`src/rtl/riscv_pkg.sv`:
```
// riscv_pkg -- shared RV32 fetch-stage definitions.
//   XLEN           datapath width
//   RESET_PC       PC value after reset
//   NOP_INSTR      canonical NOP (addi x0,x0,0), used as payload of fault entries
//   fetch_state_t  fetch sequencer states
//   is_misaligned  true when an address is not 32-bit aligned
package riscv_pkg;

   localparam int XLEN = 32;

   localparam logic [XLEN-1:0] RESET_PC  = '0;
   localparam logic [31:0]     NOP_INSTR = 32'h0000_0013;

   typedef enum logic [1:0] {
      S_BOOT  = 2'd0,
      S_REQ   = 2'd1,
      S_WAIT  = 2'd2,
      S_FAULT = 2'd3
   } fetch_state_t;

   function automatic logic is_misaligned(input logic [XLEN-1:0] addr);
      return addr[1:0] != 2'b00;
   endfunction

endpackage

```
`src/rtl/fetch_buf.sv`:
```
// fetch_buf -- one-entry valid/ready buffer at the IF/ID boundary.
//   clk, reset         clock, synchronous active-high reset
//   load               capture {ld_pc, ld_instr, ld_fault}; wins over flush/drain
//   flush              drop the held entry
//   ready              consumer accepts the held entry this cycle
//   ld_pc/ld_instr/ld_fault  entry to capture
//   valid/pc/instr/fault     held entry (registered)
module fetch_buf
   import riscv_pkg::*;
(
   input  logic            clk,
   input  logic            reset,
   input  logic            load,
   input  logic            flush,
   input  logic            ready,
   input  logic [XLEN-1:0] ld_pc,
   input  logic [31:0]     ld_instr,
   input  logic            ld_fault,
   output logic            valid,
   output logic [XLEN-1:0] pc,
   output logic [31:0]     instr,
   output logic            fault
);

   // Entry payload only changes on load, so it is stable while stalled.
   always_ff @(posedge clk) begin
      if (reset) begin
         valid <= 1'b0;
         pc    <= '0;
         instr <= '0;
         fault <= 1'b0;
      end else if (load) begin
         valid <= 1'b1;
         pc    <= ld_pc;
         instr <= ld_instr;
         fault <= ld_fault;
      end else if (flush || ready) begin
         valid <= 1'b0;
      end
   end

endmodule

```
`src/rtl/fetch_ctrl.sv`:
```
// fetch_ctrl -- RV32 instruction-fetch sequencer.
//   clk, reset                      clock, synchronous active-high reset
//   pc                              current PC from the external pc register
//   pc_en, pc_next                  PC write enable / value (combinational)
//   imem_req, imem_addr, imem_gnt   fetch request handshake (addr == pc)
//   imem_rvalid, imem_rdata         fetch response
//   redirect_valid/_target          taken branch/jump from EX
//   trap_valid/trap_vector          trap redirect, higher priority than branch
//   if_valid/if_ready/if_pc/if_instr/if_fault  one-entry output buffer to decode
module fetch_ctrl
   import riscv_pkg::*;
(
   input  logic            clk,
   input  logic            reset,
   input  logic [XLEN-1:0] pc,
   output logic            pc_en,
   output logic [XLEN-1:0] pc_next,
   output logic            imem_req,
   output logic [XLEN-1:0] imem_addr,
   input  logic            imem_gnt,
   input  logic            imem_rvalid,
   input  logic [31:0]     imem_rdata,
   input  logic            redirect_valid,
   input  logic [XLEN-1:0] redirect_target,
   input  logic            trap_valid,
   input  logic [XLEN-1:0] trap_vector,
   output logic            if_valid,
   input  logic            if_ready,
   output logic [XLEN-1:0] if_pc,
   output logic [31:0]     if_instr,
   output logic            if_fault
);

   fetch_state_t    state;
   logic            kill;
   logic [XLEN-1:0] fetch_pc;

   logic [XLEN-1:0] tgt;
   logic            redir;
   logic            tgt_mis;
   logic            gnt_acc;
   logic            outst_after;
   logic            buf_load;
   logic [XLEN-1:0] ld_pc;
   logic [31:0]     ld_instr;

   assign tgt     = trap_valid ? trap_vector : redirect_target;
   assign redir   = !reset && (state != S_BOOT) && (trap_valid || redirect_valid);
   assign tgt_mis = is_misaligned(tgt);

   // Request only when the buffer has room by the time the response lands.
   assign imem_req  = !reset && (state == S_REQ) && (!if_valid || if_ready);
   assign imem_addr = pc;
   assign gnt_acc   = imem_req && imem_gnt;

   // A fetch is still in flight after this cycle: just granted, or waiting
   // (normally or killed inside S_FAULT) with no response yet.
   assign outst_after = gnt_acc ||
                        (((state == S_WAIT) || ((state == S_FAULT) && kill)) && !imem_rvalid);

   assign pc_en = redir || gnt_acc;

   always_comb begin
      pc_next = pc;
      if (reset || (state == S_BOOT)) pc_next = RESET_PC;
      else if (redir)                 pc_next = tgt;
      else if (gnt_acc)               pc_next = pc + XLEN'(4);
   end

   // A redirect loads the buffer only with a misaligned-fetch fault entry;
   // otherwise an unkilled response is captured.
   assign buf_load = redir ? tgt_mis
                           : ((state == S_WAIT) && imem_rvalid && !kill);
   assign ld_pc    = redir ? tgt : fetch_pc;
   assign ld_instr = redir ? NOP_INSTR : imem_rdata;

   always_ff @(posedge clk) begin
      if (reset) begin
         state <= S_BOOT;
         kill  <= 1'b0;
      end else if (redir) begin
         kill <= outst_after;
         if (tgt_mis)          state <= S_FAULT;
         else if (outst_after) state <= S_WAIT;
         else                  state <= S_REQ;
      end else begin
         case (state)
            S_BOOT:  state <= S_REQ;
            S_REQ:   if (gnt_acc) state <= S_WAIT;
            S_WAIT:  if (imem_rvalid) begin
                        kill  <= 1'b0;
                        state <= S_REQ;
                     end
            S_FAULT: if (imem_rvalid) kill <= 1'b0;
            default: state <= S_BOOT;
         endcase
      end
   end

   // Address of the outstanding fetch, tagged onto its response.
   always_ff @(posedge clk) begin
      if (gnt_acc) fetch_pc <= pc;
   end

   fetch_buf u_buf (
      .clk      (clk),
      .reset    (reset),
      .load     (buf_load),
      .flush    (redir),
      .ready    (if_ready),
      .ld_pc    (ld_pc),
      .ld_instr (ld_instr),
      .ld_fault (redir),
      .valid    (if_valid),
      .pc       (if_pc),
      .instr    (if_instr),
      .fault    (if_fault)
   );

endmodule

```
`config.mk`:
```
export PLATFORM = sky130hd
export DESIGN_NAME = fetch_ctrl
export DESIGN_NICKNAME = d
export VERILOG_FILES = /design/src/rtl/riscv_pkg.sv /design/src/rtl/fetch_buf.sv /design/src/rtl/fetch_ctrl.sv
export SDC_FILE = /design/constraint.sdc
export NUM_CORES = 1
export LEC_CHECK = 0
export BUFFER_PORTS_ARGS = -buffer_cell sky130_fd_sc_hd__buf_2
export CAP_MARGIN = 20
export CORE_MARGIN = 2
export CORE_UTILIZATION = 47
export DETAILED_ROUTE_END_ITERATION = 8
export PLACE_DENSITY = 0.86
export REMOVE_ABC_BUFFERS = 1
export SYNTH_ARGS = -nofsm -noshare
export SYNTH_HDL_FRONTEND = slang
export SYNTH_SLANG_ARGS = --single-unit
export TNS_END_PERCENT = 100
```
`constraint.sdc`:
```
create_clock -name clk -period 4.5 [get_ports clk]
set_input_delay 0.675 -clock clk [delete_from_list [all_inputs] [get_ports clk]]
set_output_delay 0.675 -clock clk [all_outputs]
set_load 0.01 [all_outputs]
```
==> PnR_summary.wiki <==
{| class="wikitable"
! Metric !! Value
|-
| Core outline area || between 10000 and 15000 um^2
|-
| CTS Buf Count || 9
|-
| Initial DRC count || 349
|-
| Post-Syn Instances || 606
|-
| Final design area excluding fillers || 6978 um^2
|-
| Kind of start point of the critical path || flip-flop
|-
| Top cell types by occurrence after synthesis || 69 x sky130_fd_sc_hd__dfxtp_1, 56 x sky130_fd_sc_hd__nand2_1, 53 x sky130_fd_sc_hd__nor2_1, 46 x sky130_fd_sc_hd__a211oi_1, 42 x sky130_fd_sc_hd__clkbuf_1
|-
| Layout cells sized above 1 || 0.3797
|-
| Met3 track demand over resource || 0.04409
|-
| Yosys top cell area share || 0.2522
|-
| Number of failing hold endpoints at the final stage || 0
|-
| Relative area change from synthesis to final layout || 27.39%
|-
| Worst Hold Endpoint || u_buf.pc[28]$_SDFFE_PP0P_
|-
| Routed wire per std cell || between 15 and 20 um
|-
| Number of distinct library cells after synthesis || a little under 50
|-
| Placer's final routability congestion estimate || between 0.8 and 0.9
|-
| Later-pin clock latency in the skew report || ~330 ps
|-
| Maximum level of the CTS H-tree || 3
|-
| Met1 Resource Use GR || 0.3233
|-
| CP arrival || approximately 3200 ps
|-
| Synth Register Bits || between 100 and 150
|-
| Number of hold buffers added after CTS || 0
|-
| TritonCTS clock tree || yes
|-
| Status || finished, final reports clean
|-
| Hold path cells || 2
|-
| Worst hold slack across all endpoints || 446.9 ps
|-
| Number of buffers on the longest clock path || 2
|-
| Area occupied by multi-input gates || approximately 2700 um^2
|-
| Count of clock tree sinks || slightly above 100
|-
| Final Critical Period || approximately 3900 ps
|-
| Final layout net count || 950
|-
| Vias after detailed routing || between 5k and 6k
|-
| Required time at the endpoint of the critical path || around 3800 ps
|-
| Most frequent cell after synthesis || sky130_fd_sc_hd__dfxtp_1
|-
| Pwr per Cell Area || 331.2 nW/um^2
|-
| Total GRT Usage || 0.2580
|-
| Met2 layer usage reported by global route || 0.4521
|-
| Final Routed Wirelength || 16670 um
|-
| Min-delay src || u_buf.pc[28]$_SDFFE_PP0P_
|-
| Share of the clock period used by the worst path || 0.8586
|-
| DRC || 0
|-
| Fin Setup TNS || 0 ps
|-
| Max VDD drop || about 0.25 mV
|-
| Pin count of the biggest net entering global routing || between 70 and 80
|-
| Global-route wire length before repair || 26050 um
|-
| Post-DR vias/cell || 5.702
|-
| Largest cells by area after synthesis || sky130_fd_sc_hd__dfxtp_1 25%, sky130_fd_sc_hd__edfxtp_1 18%, sky130_fd_sc_hd__a211oi_1 6.3%, sky130_fd_sc_hd__buf_4 4.4%, sky130_fd_sc_hd__o211ai_1 4.1%
|-
| Top cell type by total area after synthesis || sky130_fd_sc_hd__dfxtp_1
|-
| Final HPWL from detailed placement || 12160 um
|-
| Total of warnings raised by yosys || 0
|-
| Kind of capture point of the worst setup path || primary output
|-
| Overall overflow remaining after global route || 0
|-
| CTS Root Buffer Type || sky130_fd_sc_hd__clkbuf_16
|-
| Proportion of synthesized chip area in sequential cells || 0.4276
|-
| Critical path class || flip-flop to primary output
|-
| Number of buffers inserted by port buffering || 266
|-
| Die ar. || roughly 13000 um^2
|-
| I/O pin total || approximately 270
|-
| Buffer count from post-CTS setup fixing || 0
|-
| Post-CTS clock slew at the launch and capture registers of the worst setup and hold paths || around 70 ps
|-
| R2r worst-path depth || 5
|-
| 1st-pass router iterations || 4
|-
| Pins Over Slew Limit || 0
|-
| Max-cap viol count || 0
|-
| Maximum net fanout on the critical path || 9
|-
| Slew margin rel. || 0.3793
|-
| Overall die height || about 110 um
|-
| Total standard cell area after synthesis || 5478 um^2
|-
| Count of instances resized after the clock tree is built || 0
|-
| Ant diodes || 0
|-
| P_leak || ~3 nW
|-
| Setup skew after layout || 7.197 ps
|-
| Floorplan row count || 39
|-
| Placed cell areas || between 6000 and 7000 um^2
|-
| Effective utilization at floorplan || 0.4797
|-
| Worst reg2reg setup slack || between 1500 and 2000 ps
|-
| Final setup vio count || 0
|-
| Capture point of the worst reg-to-reg path || u_buf.pc[16]$_SDFFE_PP0P_
|-
| Combined flip-flop and latch cell area || approximately 2300 um^2
|-
| Post-synthesis async set-or-reset flop share || 0
|-
| Number of antenna violations at the first check in global routing || 0
|-
| Most used flip-flop cell after synthesis || sky130_fd_sc_hd__dfxtp_1
|-
| Pin slew with the least headroom to its limit || 928.6 ps
|-
| Origin of the critical flop-to-flop path || state[0]$_SDFFE_PP0P_
|-
| Setup repair after global routing missed its margin || no
|-
| Die X || 112.0 um
|-
| DRT antenna net count || 0
|-
| Count of filler cells inserted in the layout || 1008
|-
| Number of synthesized flops with an enable pin || 32
|-
| Layer with the highest usage after global routing || met2
|-
| Via count of the first global-routing pass || between 5k and 6k
|-
| Syn_area_per_cell || about 9 um^2
|-
| Max Fclk || 258.8 MHz
|-
| Kind of path behind the tightest hold check || flip-flop to flip-flop
|}
-- critical path, stage by stage (launching register included) --
cell	delay (ps)
sky130_fd_sc_hd__dfxtp_1	590
sky130_fd_sc_hd__nand4bb_1	460
sky130_fd_sc_hd__or4_4	670
sky130_fd_sc_hd__nand4bb_1	350
sky130_fd_sc_hd__or3_1	400
sky130_fd_sc_hd__a31oi_1	220
sky130_fd_sc_hd__buf_2	170
-- worst max path at each step --
stage	cells past startpoint	endpoint	startpoint
finish	6	pc_next[28]	state[0]$_SDFFE_PP0P_
global placement	7	pc_next[30]	reset
CTS	6	pc_next[28]	state[0]$_SDFFE_PP0P_
floorplan	5	u_buf.pc[28]$_SDFFE_PP0P_	trap_valid
detailed placement	7	pc_next[28]	reset
global route	6	pc_next[28]	state[0]$_SDFFE_PP0P_
-- layer usage --
metal	wire length, um	vias to the layer above
met5	0	-
met4	334	0
met3	1227	28
met2	8245	251
met1	6865	2567
li1	-	2639
-- logic make-up (layout without fill, tap and decap cells) --
family                   count (synthesis)  in the layout  synth area share
AO/OA/AOI/OAI                          190            190            0.2513
XOR/XNOR                                24             24           0.03837
adder cells (fa/ha/maj)                  1              1          0.002284
buffers and inverters                   89            302           0.08566
flip-flops                             101            101            0.4276
multiplexers                            12             12           0.02239
AND/OR/NAND/NOR                        189            189            0.1725
-- layout make-up --
| cell class | count | area share |
|---|---|---|
| tap | 143 | 0.02564 |
| sequential | 101 | 0.3357 |
| clock buffer | 12 | 0.03694 |
| inverter | 5 | 0.002690 |
| multi-input combinational | 416 | 0.3880 |
| clock inverter | 4 | 0.004124 |
| timing repair buffer | 281 | 0.2069 |
-- through the flow --
step                      setup slack [ps]    util  power (mW)  instances
after detailed placement             748.0  0.5860       1.575        946
after CTS                            680.9  0.6111       2.325        962
final                                636.1  0.6111       2.311        962
after global placement               888.8  0.5860       1.567        946
after floorplan                     -491.3       -       1.294        522
after global routing                 522.2  0.6111       2.421        962
-- registers in the layout (all words and copies together) (netlist names) --
signal,count
fetch_pc,32
u_buf.pc,32
u_buf.fault,1
u_buf.valid,1
u_buf.instr,32
state,2
kill,1
-- power breakdown --
part,internal (mW),total [mW],switching (mW)
Clock,0.413,0.754,0.341
Combinational,0.207,0.533,0.326
Sequential,0.995,1.02,0.0288
-- placed cells by master, fill, tap and decap left out, types with 2 or more instances in the layout --
master and instances:
sky130_fd_sc_hd__a211o_1 22, sky130_fd_sc_hd__a211oi_1 46, sky130_fd_sc_hd__a21oi_1 38, sky130_fd_sc_hd__a22oi_1 29, sky130_fd_sc_hd__a311oi_1 5, sky130_fd_sc_hd__a31oi_1 2
sky130_fd_sc_hd__and3_1 5, sky130_fd_sc_hd__and4_1 5, sky130_fd_sc_hd__buf_2 266, sky130_fd_sc_hd__buf_4 15, sky130_fd_sc_hd__clkbuf_1 2, sky130_fd_sc_hd__clkbuf_16 10
sky130_fd_sc_hd__dfxtp_1 69, sky130_fd_sc_hd__edfxtp_1 32, sky130_fd_sc_hd__inv_1 5, sky130_fd_sc_hd__inv_6 2, sky130_fd_sc_hd__mux2_2 2, sky130_fd_sc_hd__mux2i_1 10
sky130_fd_sc_hd__nand2_1 56, sky130_fd_sc_hd__nand3_1 12, sky130_fd_sc_hd__nand4_1 10, sky130_fd_sc_hd__nand4bb_1 2, sky130_fd_sc_hd__nor2_1 49, sky130_fd_sc_hd__nor2_4 4
sky130_fd_sc_hd__nor2b_1 24, sky130_fd_sc_hd__nor3_1 4, sky130_fd_sc_hd__nor4_1 3, sky130_fd_sc_hd__nor4_2 2, sky130_fd_sc_hd__o211ai_1 30, sky130_fd_sc_hd__o21ai_0 8
sky130_fd_sc_hd__o22ai_1 3, sky130_fd_sc_hd__or3_1 5, sky130_fd_sc_hd__xnor2_1 5, sky130_fd_sc_hd__xor2_1 19
No activity file was read; power rests on OpenSTA's default activity.
